==> src/rtl/io_controller_if.sv <==
// Data-memory port bus between the processor and the memory-mapped I/O slave.
// The processor drives the store strobe, address and store data. The slave returns the
// read data and the I/O page hit flag that steers the data-memory mux.
interface io_controller_if #(
  parameter int DBITS = 32
);
  logic             wrEn;
  logic [DBITS-1:0] addr;
  logic [DBITS-1:0] dataIn;
  logic [DBITS-1:0] dataOut;
  logic             isIo;

  modport master (output wrEn, addr, dataIn, input dataOut, isIo);
  modport slave  (input wrEn, addr, dataIn, output dataOut, isIo);
endinterface

==> src/rtl/io_controller.sv <==
// Memory-mapped I/O slave for the 0xF0000000 page.
// It holds the HEX, LEDR and LEDG output registers.
// It synchronises and debounces the KEY and SW board inputs.
// Reads are combinational and zero-extended. A read of a register that is written in the
// same cycle returns the old value.
// Optional feature macro: IO_KEY_EDGE_EN. When it is defined, the block adds sticky
// key-press flags in KEY read bits [7:4], and a write of 1 to a bit clears that flag.

// One debounce engine per input bank: 2-FF synchroniser followed by a stability counter.
// The bank is debounced as a whole, so a change in any bit restarts the count.
module io_debounce #(
  parameter int             W      = 4,
  parameter int             CYCLES = 50,
  parameter logic [W-1:0]   INIT   = '0
) (
  input  logic         clk,
  input  logic         reset,
  input  logic [W-1:0] raw,
  output logic [W-1:0] deb
);
  localparam int            CW   = $clog2(CYCLES) + 1;
  localparam logic [CW-1:0] LAST = CW'(CYCLES - 1);

  logic [W-1:0]  s1, s2, cand;
  logic [CW-1:0] cnt;

  // Synchronise, track the candidate value and accept it after CYCLES stable cycles.
  // The counter saturates at LAST, so it never wraps.
  always_ff @(posedge clk) begin
    if (reset) begin
      s1   <= INIT;
      s2   <= INIT;
      cand <= INIT;
      cnt  <= '0;
      deb  <= INIT;
    end else begin
      s1 <= raw;
      s2 <= s1;
      if (s2 != cand) begin
        cand <= s2;
        cnt  <= '0;
      end else if (cnt == LAST) begin
        deb <= cand;
      end else begin
        cnt <= cnt + 1'b1;
      end
    end
  end
endmodule

module io_controller #(
  parameter int               DBITS           = 32,
  parameter int               DEBOUNCE_CYCLES = 50,
  parameter logic [DBITS-1:0] ADDR_HEX        = 32'hF0000000,
  parameter logic [DBITS-1:0] ADDR_LEDR       = 32'hF0000004,
  parameter logic [DBITS-1:0] ADDR_LEDG       = 32'hF0000008,
  parameter logic [DBITS-1:0] ADDR_KEY        = 32'hF0000010,
  parameter logic [DBITS-1:0] ADDR_SW         = 32'hF0000014
) (
  input  logic            clk,
  input  logic            reset,
  io_controller_if.slave  bus,
  input  logic [3:0]      KEY,
  input  logic [9:0]      SW,
  output logic [15:0]     hexOut,
  output logic [9:0]      ledr,
  output logic [7:0]      ledg
);
  logic [3:0] key_deb;   // raw polarity: 1 = released
  logic [3:0] key_prs;   // 1 = pressed
  logic [9:0] sw_deb;
  logic       sel_hex, sel_ledr, sel_ledg, sel_key, sel_sw;
  logic [7:0] key_rd;

  // KEY is active-low, so the KEY bank starts in the released state.
  io_debounce #(.W(4), .CYCLES(DEBOUNCE_CYCLES), .INIT(4'hF)) u_key_deb (
    .clk(clk), .reset(reset), .raw(KEY), .deb(key_deb)
  );

  io_debounce #(.W(10), .CYCLES(DEBOUNCE_CYCLES), .INIT(10'h000)) u_sw_deb (
    .clk(clk), .reset(reset), .raw(SW), .deb(sw_deb)
  );

  assign key_prs = ~key_deb;

  // Exact-match address decode; the high-nibble test alone drives the mux select.
  always_comb begin
    bus.isIo = (bus.addr[DBITS-1:DBITS-4] == 4'hF);
    sel_hex  = (bus.addr == ADDR_HEX);
    sel_ledr = (bus.addr == ADDR_LEDR);
    sel_ledg = (bus.addr == ADDR_LEDG);
    sel_key  = (bus.addr == ADDR_KEY);
    sel_sw   = (bus.addr == ADDR_SW);
  end

  // Output registers; SW, KEY, unmapped and non-I/O writes fall through untouched.
  always_ff @(posedge clk) begin
    if (reset) begin
      hexOut <= '0;
      ledr   <= '0;
      ledg   <= '0;
    end else if (bus.wrEn) begin
      if (sel_hex)  hexOut <= bus.dataIn[15:0];
      if (sel_ledr) ledr   <= bus.dataIn[9:0];
      if (sel_ledg) ledg   <= bus.dataIn[7:0];
    end
  end

`ifdef IO_KEY_EDGE_EN
  logic [3:0] key_prs_q;
  logic [3:0] key_flag;
  logic [3:0] key_clr;

  assign key_clr = (bus.wrEn && sel_key) ? bus.dataIn[7:4] : 4'h0;

  // Sticky press flags: set on a debounced press edge and cleared by write-1.
  // The set term is ORed in last, so a set and a clear in the same cycle leave the flag set.
  always_ff @(posedge clk) begin
    if (reset) begin
      key_prs_q <= '0;
      key_flag  <= '0;
    end else begin
      key_prs_q <= key_prs;
      key_flag  <= (key_flag & ~key_clr) | (key_prs & ~key_prs_q);
    end
  end

  assign key_rd = {key_flag, key_prs};
`else
  assign key_rd = {4'h0, key_prs};
`endif

  // Read mux uses the pre-edge register contents, so a same-cycle write reads the old value.
  always_comb begin
    bus.dataOut = '0;
    if (sel_hex)       bus.dataOut = DBITS'(hexOut);
    else if (sel_ledr) bus.dataOut = DBITS'(ledr);
    else if (sel_ledg) bus.dataOut = DBITS'(ledg);
    else if (sel_key)  bus.dataOut = DBITS'(key_rd);
    else if (sel_sw)   bus.dataOut = DBITS'(sw_deb);
  end
endmodule

==> src/flat_wrapper.sv <==
// flat-port wrapper written by rule: the top's interface ports become plain ports
module io_controller_flat 
#(
  parameter int               DBITS           = 32,
  parameter int               DEBOUNCE_CYCLES = 50,
  parameter logic [DBITS-1:0] ADDR_HEX        = 32'hF0000000,
  parameter logic [DBITS-1:0] ADDR_LEDR       = 32'hF0000004,
  parameter logic [DBITS-1:0] ADDR_LEDG       = 32'hF0000008,
  parameter logic [DBITS-1:0] ADDR_KEY        = 32'hF0000010,
  parameter logic [DBITS-1:0] ADDR_SW         = 32'hF0000014
)
  (clk, reset, KEY, SW, hexOut, ledr, ledg, bus_wrEn, bus_addr, bus_dataIn, bus_dataOut, bus_isIo);
  io_controller_if #(.DBITS(DBITS)) bus_i ();
  input  logic clk;
  input  logic reset;
  input  logic [3:0] KEY;
  input  logic [9:0] SW;
  output logic [15:0] hexOut;
  output logic [9:0] ledr;
  output logic [7:0] ledg;
  input wire logic [$bits(bus_i.wrEn)-1:0] bus_wrEn;
  input wire logic [$bits(bus_i.addr)-1:0] bus_addr;
  input wire logic [$bits(bus_i.dataIn)-1:0] bus_dataIn;
  output wire logic [$bits(bus_i.dataOut)-1:0] bus_dataOut;
  output wire logic [$bits(bus_i.isIo)-1:0] bus_isIo;
  assign bus_i.wrEn = bus_wrEn;
  assign bus_i.addr = bus_addr;
  assign bus_i.dataIn = bus_dataIn;
  assign bus_dataOut = bus_i.dataOut;
  assign bus_isIo = bus_i.isIo;
  io_controller #(.DBITS(DBITS), .DEBOUNCE_CYCLES(DEBOUNCE_CYCLES), .ADDR_HEX(ADDR_HEX), .ADDR_LEDR(ADDR_LEDR), .ADDR_LEDG(ADDR_LEDG), .ADDR_KEY(ADDR_KEY), .ADDR_SW(ADDR_SW)) u_core (.clk(clk), .reset(reset), .bus(bus_i), .KEY(KEY), .SW(SW), .hexOut(hexOut), .ledr(ledr), .ledg(ledg));
endmodule
==> config.mk <==
export PLATFORM = sky130hd
export DESIGN_NAME = io_controller_flat
export DESIGN_NICKNAME = d
export VERILOG_FILES = /design/src/rtl/io_controller_if.sv /design/src/rtl/io_controller.sv /design/src/flat_wrapper.sv
export SDC_FILE = /design/constraint.sdc
export NUM_CORES = 1
export LEC_CHECK = 0
export BUFFER_PORTS_ARGS = -buffer_cell sky130_fd_sc_hd__buf_2
export CAP_MARGIN = 20
export CORE_MARGIN = 2
export CORE_UTILIZATION = 56
export CTS_BUF_LIST = sky130_fd_sc_hd__clkbuf_8
export DETAILED_ROUTE_END_ITERATION = 6
export PLACE_DENSITY = 0.89
export SYNTH_ARGS = -nofsm -noshare
export SYNTH_HDL_FRONTEND = slang
export SYNTH_SLANG_ARGS = --single-unit
==> constraint.sdc <==
create_clock -name clk -period 4.7 [get_ports clk]
set_input_delay 0.47 -clock clk [delete_from_list [all_inputs] [get_ports clk]]
set_output_delay 0.47 -clock clk [all_outputs]
set_load 0.01 [all_outputs]
# Yosys cells after proc, flatten, opt, wreduce, memory -nomap -nowiden
# Index checks and enable logic that the tools add are counted.
# totals
out_inout_bits	67
elab_cells	40
inputBits	81
regBits	104
# op_classes
addsub	2
eq_ne	10
n_mux	5
bitwise	3
reduce_logical	7
# ops
operator	n
equality test 32 bit (second input constant)	5
two-way mux 32 bit	4
adder 7 x 1 -> 7 bit (second input constant)	2
equality test 7 x 6 -> 1 bit (second input constant)	2
two-way mux 10 bit	1
inequality test 10 bit	1
AND reduction 2 bit	5
equality test 4 bit (second input constant)	1
inequality test 4 bit	1
inverter 4 bit	1
OR reduction 2 bit	2
inverter 1 bit	2

# Logic depth before layout (Yosys ltp)
# logic_depth
depth_word	6
depth_mapped	7
ltp_nobuf	6

# By module
# Synthesis repeated with hierarchy kept, for this count alone.
# hier_totals
hier_cells	479
area_unflattened_um2	4668.2
# by_module_without_submodules
module	area_per_inst_um2	seq_area_each_um2	n_inst	cells_each
io_controller	2110.8	680.7	1	245
io_debounce (u_core.u_sw_deb)	1695.4	940.9	1	154
io_debounce (u_core.u_key_deb)	862.1	460.4	1	80

# Worst setup path before layout
# No wires, ideal clock.
# synth_path
path_type	in2out
from	input port bus_addr[16]
to	output port bus_dataOut[0]
path_buffers	2
slack_ps	2183
arrival_ps	2047
required_ps	4230
stages	6
cell_sequence	or4_1 -> or3_1 -> buf_6 -> or2_2 -> clkbuf_1 -> nor2_1
# synth_between
elab_chain_len	6
word_cells_on_any_way	10
cone_classes	5 x eq/ne; 5 x mux
# synth_rtl
element	line_no	rtl
start, declared	flat_wrapper.sv:22	input wire logic [$bits(bus_i.addr)-1:0] bus_addr;
equality test 32 bit	io_controller.sv:93	sel_sw = (bus.addr == ADDR_SW);
two-way mux 10 bit	io_controller.sv:140	else if (sel_sw) bus.dataOut = DBITS'(sw_deb);
two-way mux 32 bit	io_controller.sv:139	else if (sel_key) bus.dataOut = DBITS'(key_rd);
two-way mux 32 bit	io_controller.sv:138	else if (sel_ledg) bus.dataOut = DBITS'(ledg);
two-way mux 32 bit	io_controller.sv:137	else if (sel_ledr) bus.dataOut = DBITS'(ledr);
two-way mux 32 bit *	io_controller.sv:136	if (sel_hex) bus.dataOut = DBITS'(hexOut);
end, declared	flat_wrapper.sv:24	output wire logic [$bits(bus_i.dataOut)-1:0] bus_dataOut;
# Every way passes the cells marked *; elsewhere a longest branch is shown, timed or not.

# Worst setup path in the final report
# layout_path
from	input port bus_addr[16]
to	output port bus_dataOut[10]
# layout_between
elab_chain_len	4
word_cells_on_any_way	6
cone_classes	3 x eq/ne; 3 x mux
# layout_rtl
element	line_no	rtl
equality test 32 bit	io_controller.sv:91	sel_ledg = (bus.addr == ADDR_LEDG);
two-way mux 32 bit	io_controller.sv:138	
two-way mux 32 bit	io_controller.sv:137	
two-way mux 32 bit *	io_controller.sv:136	
# Marks and branches as above.

==> impl_metrics.ini <==
[grt]
overflow = 0
track_usage = 0.227
antenna_found_initial = 0
grt_max_degree = 56
grt_pass1_vias = 3344
grt_pass1_wl_mm = 15.4

[timing]
worst_pin_slew_ns = 1.13
finalCritPeriodShare = 0.593
fin_skew_ns = 0.0124
period_minus_slack_ns = 2.79
rsz0062_at_grt = no
final_max_slew_viol_count = 0
fin_setup_tns_ns = 0
report.final.hold_viol_count = 0
setup_viol = 0
fmax_mhz = 359
relSlewSlack = 0.242

[yosys]
synth_top_family_by_area = simple AND/OR/NAND/NOR gates
yosysTopAreaCellShare = 0.477
synthMuxAreaShare = 0.136
yosys.area_share.adder = 0.0115
async_flop_share = 0
synth_edf_count = 0
synth_cell_types = 37
synth-simple-area-share = 0.231
synthFlopType = dfxtp_1
synthTopCellsByArea = dfxtp_1 48%, mux2i_1 11%, nand2_1 6.3%
syn_inst = 450
yosys_warnings = 0
synthTopCellsByCount = 104 x dfxtp_1, 73 x nand2_1, 48 x mux2i_1
avgSynthCellArea_sq_um = 9.70
synth_most_common_cell = dfxtp_1
yosys.area.top_type = dfxtp_1
syn_area_sq_mm = 0.00437
synthXorXnorAreaFrac = 0.0521
yosysSeqAreaShare = 0.477
ys_seq_elements = 104
synth_compound_area_frac = 0.0338

[worst_setup_path]
crit_buf_inv = 2
worstSetupEndpointType = primary output
cp_cell_sequence = buf_2 > or4_1 > or3_1 > nor2_1 > and4_1 > buf_2
slowest_stage = or4_1
cp_common_cell = buf_2
startpoint_type = input port
worstSetupPathType = in -> out
cp.required_ns = 4.23
worst-endpoint-arrival_ns = 2.32
slowest_delay_ns = 0.49
path_delay_family = simple AND/OR/NAND/NOR gates
cp_max_fo = 8

[route]
wl_per_cell_microns = 14.1
drtIter0Drc = 187
wl_met3_microns = 628
num_vias = 3458
dr.pass1.iters = 4
met1_length_mm = 3.88
wl_mm = 9.38
route.met2.wl_mm = 4.62
routed.top_layer = met4
antenna_left = 0
drcViolationCount = 0
vias_per_cell = 5.21

[power]
internal_power_mw = 1.21
p_sw_frac = 0.237
powerDensity_mw_per_mm2 = 308
power_frac_seq = 0.572
switchingPower_uw = 376
pwr-share-comb = 0.064
ir_drop_uv = 199
p_leak_nw = 2.30
clkPwrFrac = 0.364

[clock_network]
clockBufferDepth = 2
cts_sinks = 104
cts_setup_buffers = 0
cts_buffers = 9
root_buffer = clkbuf_8
clk_latency_ns = 0.37
htree_levels = 3
clkSlewWorstSetupHoldPaths_ns = 0.09
tritoncts = yes
cts_resized = 0
cts_hold_buffers = 0

[run_status]
status = completed

[die]
core_area_sq_mm = 0.00765
initial_core_util = 0.571
die_w_microns = 92.3
num_rows = 32
io-pin-count = 148
dieArea_sq_mm = 0.00852
fp.dieH_microns = 92.3

[final_layout]
drive_above_1_share = 0.279
diodes = 0
synthToLayoutAreaGrowth_pct = 17.7
final_core_util = 0.672
final_nets = 642

[placement]
numPortBuffers = 115
gp_congestion = 0.814
hpwl_mm = 6.83

[run]
cap_violations = 0

[min_path]
hp-class = in -> reg
## power groups by stage
stage / Clock, mW / Combinational [mW] / Sequential (mW)
6_report: 0.576 / 0.102 / 0.906
5_1_grt: 0.622 / 0.115 / 0.908
4_1_cts: 0.584 / 0.102 / 0.906
3_5_place_dp: 0 / 0.101 / 0.927
3_3_place_gp: 0 / 0.0965 / 0.926
2_1_floorplan: 0 / 0.0713 / 0.924
## worst paths after layout
kind / end / startpoint / slack [ns] / depth (start not counted)
worst max-delay path: bus_dataOut[10] / bus_addr[16] / 1.91 / 6
worst min-delay path: u_core.u_key_deb.s1[0] / KEY[0] / 0.28 / 2
worst max register to register: u_core.u_sw_deb.deb[7] / u_core.u_sw_deb.cnt[0] / 2.50 / 5
worst min register to register: u_core.u_key_deb.s2[0] / u_core.u_key_deb.s1[0] / 0.41 / 1
## stage by stage
step	hold WS, ns	setup WS, ns	instances	instance area, sq um	total power [mW]
after global placement	0.393	1.91	647	4920	1.02
after CTS	0.269	1.85	663	5130	1.59
after detailed placement	0.392	1.86	647	4920	1.03
after floorplan	0.389	2.18	465	4420	0.996
after global routing	0.269	1.80	664	5140	1.64
final	0.284	1.91	664	5140	1.58
## sequential cells by signal, summed over array words and instances (netlist names)
register and flops:
u_core.hexOut 16, u_core.ledg 8, u_core.ledr 10, u_core.u_key_deb.cand 4, u_core.u_key_deb.cnt 7, u_core.u_key_deb.deb 4, u_core.u_key_deb.s1 4, u_core.u_key_deb.s2 4
u_core.u_sw_deb.cand 10, u_core.u_sw_deb.cnt 7, u_core.u_sw_deb.deb 10, u_core.u_sw_deb.s1 10, u_core.u_sw_deb.s2 10
## placed cells by master, fill, tap and decap left out, types with 2 or more instances in the layout
master	instances
mux2_2	2
nor4_1	7
or2_2	13
buf_4	2
a211oi_1	2
buf_2	115
dfxtp_1	104
nand3_1	15
nor3_4	2
a22oi_1	8
nand2_1	73
o21ai_0	4
and3_1	5
mux4_2	4
a22o_1	2
mux2i_1	48
xnor2_1	11
nor3_1	8
nor2_1	20
inv_1	7
o2bb2ai_1	4
clkinvlp_4	2
nor2b_1	33
nand4_1	5
ha_1	4
xor2_1	15
conb_1	16
clkbuf_8	10
or3_1	2
and4_1	7
## layout make-up
| class | instances | area [sq um] |
|---|---|---|
| repair buffers | 118 | 596 |
| clock inverters | 6 | 73.8 |
| inverters | 8 | 30.0 |
| flip-flops and latches | 104 | 2080 |
| clock buffers | 10 | 138 |
| fillers | 611 | 2510 |
| well taps | 102 | 128 |
| multi-input cells | 316 | 2090 |
## layer usage
metal / global-route usage / vias to the layer above
li1: - / 1708
met3: 0.0537 / 26
met4: 0.106 / 0
met1: 0.276 / 1592
met2: 0.381 / 132
met5: 0 / -
## kinds of logic after synthesis
kind of cell    Yosys count
compound gates           20
xor+xnor                 26
fa+ha+maj                 4
other cells               1
buf+inv                  45
mux                      54
simple gates            196
flops                   104
Note: power is estimated with default switching activity, not from simulation.
